===== src/rtl/key_num_ctrl.sv =====
// key_num_ctrl: turns debounced key press events into 4-digit BCD edits.
// Define KEY_REPEAT_EN to build the hold-to-auto-repeat FSM for inc/dec.
module key_num_ctrl #(
   parameter int unsigned LONG_CYC = 25_000_000,
   parameter int unsigned REP_CYC  = 5_000_000,
   parameter int unsigned CNT_W    = 25
) (
   input  logic        sys_clk,
   input  logic        sys_rst_n,
   input  logic [3:0]  keyvalue,
   input  logic        keyflag,
   output logic [15:0] num,
   output logic [1:0]  cursor,
   output logic        num_vld
);

   typedef enum logic [2:0] {
      OP_NONE,
      OP_INC,
      OP_DEC,
      OP_CUR,
      OP_CLR
   } op_t;

   logic [3:0]  r_prev;
   logic [15:0] r_num;
   logic [1:0]  r_cur;
   logic        r_vld;

   logic [3:0]  w_press;
   op_t         w_key_op;
   op_t         w_op;
   logic [3:0]  w_dig;
   logic [3:0]  w_dig_nx;
   logic [15:0] w_num_nx;
   logic [1:0]  w_cur_nx;

   assign w_press = keyflag ? (r_prev & ~keyvalue) : 4'b0000;

   // Several keys falling together: highest index wins.
   always_comb begin
      w_key_op = OP_NONE;
      priority case (1'b1)
         w_press[3]: w_key_op = OP_CLR;
         w_press[2]: w_key_op = OP_CUR;
         w_press[1]: w_key_op = OP_DEC;
         w_press[0]: w_key_op = OP_INC;
         default:    w_key_op = OP_NONE;
      endcase
   end

`ifdef KEY_REPEAT_EN
   typedef enum logic [1:0] {
      S_IDLE,
      S_HOLD,
      S_REPEAT
   } st_t;

   localparam logic [CNT_W-1:0] L_LONG = CNT_W'(LONG_CYC - 1);
   localparam logic [CNT_W-1:0] L_REP  = CNT_W'(REP_CYC - 1);
   localparam logic [CNT_W-1:0] L_ONE  = CNT_W'(1);

   st_t              r_st;
   st_t              w_st_nx;
   logic [CNT_W-1:0] r_cnt;
   logic [CNT_W-1:0] w_cnt_nx;
   logic             r_rep;
   logic             w_rep_nx;
   logic             w_tick;
   logic             w_new_rep;
   logic             w_rel;

   assign w_new_rep = (w_key_op == OP_INC) || (w_key_op == OP_DEC);
   assign w_rel     = r_rep ? keyvalue[1] : keyvalue[0];

   always_ff @(posedge sys_clk or negedge sys_rst_n) begin
      if (!sys_rst_n) begin
         r_st  <= S_IDLE;
         r_cnt <= '0;
         r_rep <= 1'b0;
      end else begin
         r_st  <= w_st_nx;
         r_cnt <= w_cnt_nx;
         r_rep <= w_rep_nx;
      end
   end

   // Hold time is measured from the press cycle itself, so entry loads 1.
   always_comb begin
      w_st_nx  = r_st;
      w_cnt_nx = r_cnt;
      w_rep_nx = r_rep;
      w_tick   = 1'b0;
      unique case (r_st)
         S_IDLE: begin
            if (w_new_rep) begin
               w_st_nx  = S_HOLD;
               w_rep_nx = (w_key_op == OP_DEC);
               w_cnt_nx = L_ONE;
            end
         end
         default: begin
            if (r_cnt == ((r_st == S_HOLD) ? L_LONG : L_REP)) begin
               w_tick   = 1'b1;
               w_cnt_nx = '0;
               w_st_nx  = S_REPEAT;
            end else begin
               w_cnt_nx = r_cnt + L_ONE;
            end
            if (keyflag && w_rel) begin
               w_st_nx  = S_IDLE;
               w_cnt_nx = '0;
               w_tick   = 1'b0;
            end else if (w_new_rep) begin
               w_st_nx  = S_HOLD;
               w_rep_nx = (w_key_op == OP_DEC);
               w_cnt_nx = L_ONE;
               w_tick   = 1'b0;
            end
         end
      endcase
   end

   // A strobe edit overrides a coincident repeat tick.
   assign w_op = (w_key_op != OP_NONE) ? w_key_op :
                 w_tick ? (r_rep ? OP_DEC : OP_INC) : OP_NONE;
`else
   assign w_op = w_key_op;
`endif

   always_comb begin
      w_dig    = r_num[{r_cur, 2'b00} +: 4];
      w_dig_nx = w_dig;
      w_num_nx = r_num;
      w_cur_nx = r_cur;
      unique case (w_op)
         OP_INC: begin
            w_dig_nx = (w_dig >= 4'd9) ? 4'd0 : w_dig + 4'd1;
            w_num_nx[{r_cur, 2'b00} +: 4] = w_dig_nx;
         end
         OP_DEC: begin
            w_dig_nx = (w_dig == 4'd0) ? 4'd9 : w_dig - 4'd1;
            w_num_nx[{r_cur, 2'b00} +: 4] = w_dig_nx;
         end
         OP_CUR: w_cur_nx = r_cur + 2'd1;
         OP_CLR: begin
            w_num_nx = '0;
            w_cur_nx = '0;
         end
         default: ;
      endcase
   end

   always_ff @(posedge sys_clk or negedge sys_rst_n) begin
      if (!sys_rst_n) begin
         r_prev <= 4'b1111;
         r_num  <= '0;
         r_cur  <= '0;
         r_vld  <= 1'b0;
      end else begin
         if (keyflag) r_prev <= keyvalue;
         r_num <= w_num_nx;
         r_cur <= w_cur_nx;
         r_vld <= (w_op != OP_NONE);
      end
   end

   assign num     = r_num;
   assign cursor  = r_cur;
   assign num_vld = r_vld;

endmodule

===== config.mk =====
export PLATFORM = sky130hd
export DESIGN_NAME = key_num_ctrl
export DESIGN_NICKNAME = d
export VERILOG_FILES = /design/src/rtl/key_num_ctrl.sv
export SDC_FILE = /design/constraint.sdc
export NUM_CORES = 1
export LEC_CHECK = 0
export ABC_AREA = 0
export BUFFER_PORTS_ARGS = -buffer_cell sky130_fd_sc_hd__buf_4
export CAP_MARGIN = 30
export CORE_ASPECT_RATIO = 1.1
export CORE_MARGIN = 3
export CORE_UTILIZATION = 35
export DETAILED_ROUTE_END_ITERATION = 7
export RECOVER_POWER = 100
export SLEW_MARGIN = 20
export SYNTH_ARGS = -nofsm -noshare
export SYNTH_HDL_FRONTEND = slang
export SYNTH_SLANG_ARGS = --single-unit

===== constraint.sdc =====
create_clock -name sys_clk -period 2.15 [get_ports sys_clk]
set_input_delay 0.1075 -clock sys_clk [delete_from_list [all_inputs] [get_ports sys_clk]]
set_output_delay 0.1075 -clock sys_clk [all_outputs]
set_load 0.02 [all_outputs]

==> results.md, run 1 <==
* Synth Flop Type: dfrtp_1
* Post-synthesis cell type count at 42
* Warnings, synthesis at 0
* Final HPWL DP at 3600 microns
* Post-synth EDFFs at 0
* Max-Cap Viols at 0
* Routed wire length at 4900 microns
* Top post-synthesis cells by area: dfrtp_1 30%, dfstp_2 6.6%, ha_1 6.3%
* Width of the die at 70.3 microns
* Register area at 583 sq um
* Post-Place Worst Slack at -0.136 ns
* CP max FO at 4
* Peak VDD IR at 358 uV
* First-pass GRT wire length at 8100 microns
* Setup Skew at 0.00736 ns
* Initial antenna violation count at 0
* Setup CP Type: reg2reg
* PwrDens at 887 mW/mm^2
* Fillers at 428
* Worst-path clk slew at 0.09 ns
* Stages on worst setup path at 6
* Internal reg-to-reg setup slack at -0.07 ns
* Starting Density at 0.366
* Met3 Routed Length at 168 microns
* CTS Buf Count at 3
* Synth area leader: dfrtp_1
* Mapped Area at 0.00159 sq mm
* Area of the multi-input gates at 0.00111 sq mm
* I/O Buffers at 25
* FP Rows at 25
* Mean post-synth cell area at 9.59 sq um
* Status: complete, but fails checks
* Least-Margin Pin Slew at 1.29 ns
* Hold WC Path Type: in2reg
* Wl on met1 at 2020 microns
* Via density at 5.63
* Largest stage delay, worst path at 0.58 ns
* Wirelength per Cell at 18.2 microns
* Ratio of cells with drive above 1 in the final layout at 0.349
* RSZ-0062 raised after global routing: yes
* TritonCTS clock tree: done
* Asr flop ratio synth at 1.00
* Antenna Cells at 0
* Initial DRT Pass Iterations at 4
* Syn_nets at 181
* Final Max Tran Viols at 0
* Chip height at 76.7 microns
* Failing checks: setup timing
* Leak pwr at 0.861 nW
* Synth Instances at 166
* Num Clock Sinks at 23
* Startpoint types: flop
* CP Buf/Inv Count at 1
* Largest net degree at the start of global routing at 24
* Tmin final at 2.22 ns
* Sum Neg Setup Slack at -0.232 ns
* Met2 wire len at 2530 microns
* Nets at 231
* Clock Latency Late Sink at 0.27 ns
* Critical Path Start: cursor[0]
* Clock tree buffer depth at 2
* Reg2Reg Depth at 6
* Final period util at 1.03
* Final worst setup slack at -0.0748 ns
* Hold Vio Cnt, Final at 0
* Setup violators final at 5
* Yosys top cell area share at 0.299
* Vias at 1515
* Slew margin rel. at 0.142
* Die Area at 0.00539 sq mm
* Crit Reg-Reg Startpoint: cursor[0]
* Final ANT Viol Nets at 0
* CP Data Required Time at 2.33 ns
* Critical path's slowest cell: mux4_2
* Floorplan core area at 0.00435 sq mm
* # IOs at 26
* Placer congestion estimate at 0.893
* Number of global-route vias before repair at 1578
* Top Layer Used: met4
* Gr ovfl total at 0
* Yosys reg bits at 23
* 1st-iter DRT viols at 63
* Sequential share of the synthesized area at 0.365
* FMAX at 449 MHz
* H-Tree Depth at 1
* Critical-path cell list: mux4_2 -> buf_6 -> or2_4 -> a2111oi_4 -> a21oi_4 -> o31ai_2
* Worst setup EP type: flop
* CTS root buffer: clkbuf_8
* Critical path's top delay family: compound AO/OA/AOI/OAI gates
* CP arrival at 2.41 ns
* DR DRC count at 0
* P&R area growth vs syn at 34.7%
* Gr usage total at 0.190
[through the flow]
step                      total power, mW  std cells  hold slack [ns]  area [sq um]   util
final                                1.90        269           0.0692          2140  0.493
after global routing                 2.02        269           0.0748          2140  0.493
after CTS                            1.85        268           0.0721          2160  0.496
after floorplan                      1.10        166           -0.188          1610      -
after global placement               1.39        255           0.0209          1940  0.446
after detailed placement             1.41        255           0.0245          1940  0.446
[repair_timing]
action                                  in CTS  in global routing
buffers inserted                             8                  1
endpoints found under the setup margin      12                 13
resized for setup                           16                 18
endpoints found under the hold margin       22                  0
hold buffers                                 1                  0
pin swaps                                    6                  9
[metal layers]
| layer | vias up | global-route usage |
|---|---|---|
| met4 | 0 | 0.0920 |
| met3 | 15 | 0.0210 |
| met2 | 40 | 0.334 |
| met1 | 739 | 0.226 |
| li1 | 721 | - |
| met5 | - | 0 |
[placed cells by master (no fill, tap or decap), types with 2 or more instances in the layout]
master / count
buf_4: 26
clkbuf_1: 18
dfrtp_1: 17
nor2_1: 14
nand2_1: 12
nor2b_1: 9
a21oi_1: 9
o221ai_1: 8
o21ai_0: 8
nand2b_1: 5
mux4_2: 4
o21a_1: 4
o21ai_1: 4
mux2_2: 4
ha_1: 4
inv_1: 3
a221o_1: 3
nand3b_1: 3
ha_4: 3
clkbuf_8: 3
buf_6: 3
dfstp_2: 3
clkinvlp_4: 2
and3b_1: 2
nor2b_2: 2
a21oi_2: 2
o21ai_2: 2
nand4_1: 2
and4_1: 2
nand3_1: 2
o31ai_2: 2
dfrtp_2: 2
[cells by family after synthesis]
kind of cell | after synthesis | share of synthesized area
compound gates | 50 | 0.219
xor+xnor | 1 | 0.00550
fa+ha+maj | 8 | 0.0629
buf+inv | 9 | 0.0283
flops | 23 | 0.365
mux | 9 | 0.0912
simple gates | 66 | 0.228
[report_power, final]
part           internal (mW)  switching [mW]  leakage (nW)
logic                  0.473           0.595         0.540
clock network          0.132           0.156        0.0217
registers              0.486          0.0601         0.300
total                   1.09           0.811         0.861
[synth_stat cells, drive strengths merged (2+ instances only)]
cell type / count
a21oi: 12
a221o: 3
and3b: 3
and4: 2
buf: 2
dfrtp: 19
dfstp: 4
ha: 8
inv: 5
mux2: 4
mux4: 4
nand2: 13
nand2b: 6
nand3: 2
nand3b: 3
nand4: 2
nor2: 15
nor2b: 11
nor3: 2
nor3b: 2
o21a: 4
o21ai: 14
o221ai: 8
o31ai: 3
or2: 2
[cell type report]
type	count	area share
clock inverters	1	0.00350
flip-flops and latches	23	0.272
inverters	6	0.0134
clock buffers	3	0.0193
repair buffers	48	0.143
well taps	54	0.0315
multi-input cells	134	0.517
[worst min path at each step]
stage,start,to,cells past startpoint
after floorplan,sys_rst_n,asynchronous set/reset pin,0
after global placement,sys_rst_n,cursor[1],1
after detailed placement,sys_rst_n,cursor[1],1
after CTS,keyvalue[0],r_prev[0],2
after global routing,keyvalue[0],r_prev[0],2
final,keyvalue[0],r_prev[0],2
Power figures use the tool's default switching activity.
==> inputs of run 2 (changes only) <==
--- a/config.mk
+++ b/config.mk
@@ -5,7 +5,7 @@
 export SDC_FILE = /design/constraint.sdc
 export NUM_CORES = 1
 export LEC_CHECK = 0
-export ABC_AREA = 0
+export ABC_AREA = 1
 export BUFFER_PORTS_ARGS = -buffer_cell sky130_fd_sc_hd__buf_4
 export CAP_MARGIN = 30
 export CORE_ASPECT_RATIO = 1.1
==> results.md, run 2 <==
* Top post-synthesis cells by area: dfrtp_1 25%, nand2_1 17%, nor2_1 6.6%
* RSZ-0062 raised after global routing: yes
* Worst-path clk slew at 0.10 ns
* Met3 Routed Length at 229 microns
* Wl on met1 at 2460 microns
* Vias at 1886
* Status: completed
* Most used cell, CP: nand2_1
* Final HPWL DP at 3980 microns
* Area of the multi-input gates at 0.00128 sq mm
* Max-Cap Viols at 0
* FMAX at 477 MHz
* Placer congestion estimate at 0.891
* CP Data Required Time at 2.36 ns
* Yosys reg bits at 23
* Chip height at 84.0 microns
* Most frequent cells in the layout: 85 x nand2_1, 39 x buf_4, 29 x nor2_1
* Asr flop ratio synth at 1.00
* Critical-path cell list: buf_12 -> nand2_1 -> nand3_2 -> nand2_4 -> inv_2 -> ha_1 -> nand3b_4 -> o21ai_2 -> nand4_1 -> nand2_1 -> inv_1 -> a21oi_2
* Least-Margin Pin Slew at 1.28 ns
* Register area at 583 sq um
* CP arrival at 2.31 ns
* Width of the die at 76.9 microns
* Number of global-route vias before repair at 1816
* Hold slack at 0.0700 ns
* Floorplan core area at 0.00517 sq mm
* Syn_nets at 283
* TritonCTS clock tree: done
* Hold Vio Cnt, Final at 0
* Routed wire length at 5330 microns
* Final Max Tran Viols at 0
* Synth area leader: dfrtp_1
* Die Area at 0.00646 sq mm
* Startpoint types: flop
* Final worst setup slack at 0.0522 ns
* Synth Area in XOR/XNOR at 0.00452
* 1st-iter DRT viols at 149
* Most common cell after layout, fill and taps aside: nand2_1
* Final ANT Viol Nets at 0
* Setup violators final at 0
* Initial antenna violation count at 0
* Post-route design area at 0.00244 sq mm
* Post-synth EDFFs at 0
* I/O Buffers at 25
* Post-placement cell area at 0.00226 sq mm
* Yosys top cell area share at 0.245
* Warnings, synthesis at 0
* Synth Area in Adders at 0.0517
* Commonest cells post-synth: 88 x nand2_1, 34 x nor2_1, 19 x dfrtp_1
* First-pass GRT wire length at 8960 microns
* Final period util at 0.976
* Critical path's slowest cell: dfrtp_2
* Post-synthesis simple-gate area fraction at 0.410
* Num Clock Sinks at 23
* Largest family of logic cells by synthesized area: simple AND/OR/NAND/NOR gates
* Slew margin rel. at 0.145
* FP Rows at 27
* Mapped Area at 0.00194 sq mm
* # IOs at 26
* Worst setup EP type: flop
* Leak pwr at 1.14 nW
* Peak VDD IR at 577 uV
* Antenna Cells at 0
* DR DRC count at 0
* Via density at 4.94
* Largest net degree at the start of global routing at 24
* Top Layer Used: met4
* Clock tree buffer depth at 2
* Gr ovfl total at 0
* Critical path's top delay family: simple AND/OR/NAND/NOR gates
* CTS Buf Count at 3
* Synth Instances at 268
* Hold WC Path Type: in2reg
* Ratio of cells with drive above 1 in the final layout at 0.329
* Setup Skew at 0.00448 ns
* Compound-gate portion of the synthesized area at 0.163
* Initial DRT Pass Iterations at 5
* H-Tree Depth at 1
* Top-count cell post-synth: nand2_1
* Multiplexer share of the synthesized area at 0
* Sequential share of the synthesized area at 0.300
* CP Buf/Inv Count at 3
* Largest stage delay, worst path at 0.45 ns
* Synth Flop Type: dfrtp_1
* Tmin final at 2.10 ns
* Clock Latency Late Sink at 0.27 ns
* Gr usage total at 0.171
* CP max FO at 16
* Starting Density at 0.375
* P&R area growth vs syn at 25.8%
* Post-synthesis cell type count at 33
* Fillers at 526
* Setup CP Type: reg2reg
* Met2 wire len at 2560 microns
* PwrDens at 1340 mW/mm^2
* CTS root buffer: clkbuf_8
* Post-Place Worst Slack at -0.0546 ns
* Nets at 326
* Wirelength per Cell at 13.9 microns
* Mean post-synth cell area at 7.23 sq um
## run 2: changes by cell type in the layout (fill, tap and decap cells not counted), sizes merged, moves of 5 or more
cell and change:
buf +11, o221ai -8, clkbuf -17, nor2b -11, nand2 +83, inv +21
nor2 +24, a21oi +5, nand3 +18, a31oi +9, nand2b -6
## run 2: final timing paths
check                       startpoint                    endpoint  slack, ns  cells past startpoint
max                          cursor[0]                        flop       0.05                     12
min                        keyvalue[0]                   r_prev[0]       0.07                      3
max reg2reg                  cursor[0]                        flop       0.05                     12
min reg2reg                  r_prev[0]                   r_prev[0]       0.50                      2
max in group asynchronous    sys_rst_n                   cursor[1]       0.67                      2
min in group asynchronous    sys_rst_n  asynchronous set/reset pin       0.63                      2
## run 2: final cells by class
type,count,area share
timing repair buffer,42,0.134
multi-input combinational,214,0.525
sequential,23,0.239
clock inverter,1,0.00308
inverter,27,0.0447
tap,72,0.0370
clock buffer,3,0.0169
## run 2: cells by family (layout without fill, tap and decap cells)
family,Yosys count,count (layout)
fa+ha+maj,8,8
xor+xnor,1,1
buf+inv,31,73
simple gates,163,163
compound gates,42,42
flops,23,23
## run 2: report_power, final
part	switching, mW	internal [mW]
sequential	0.194	0.589
combinational	1.32	0.864
clock	0.161	0.131
## run 2: stage by stage
stage               utilization  std cells  power (mW)  setup TNS [ns]
finish                    0.472        382        3.26               0
CTS                       0.450        375        3.03               0
detailed placement        0.438        370        2.72         -0.0731
floorplan                     -        268        2.05               0
global route              0.472        382        3.51          -0.152
global placement          0.438        370        2.72         -0.0122
## run 2: what timing repair did
| action | 4_1_cts | 5_1_grt |
|---|---|---|
| cloned | 0 | 0 |
| endpoints found under the setup margin | 3 | 13 |
| setup buffers | 0 | 7 |
| hold endpoints to repair | 19 | 0 |
| pin swaps | 0 | 6 |
| gates resized for setup | 2 | 17 |
| hold buffers | 1 | 0 |
## run 2: tightest hold or removal path, delay by kind of cell
family / cells / cell delay [ns]
buffers and inverters: 1 / 0.07
and+or+nand+nor: 2 / 0.12
## run 2: metal layers
layer,up-vias,GRT usage
met3,6,0.0162
li1,967,-
met4,0,0.0461
met5,-,0
met2,54,0.277
met1,859,0.241
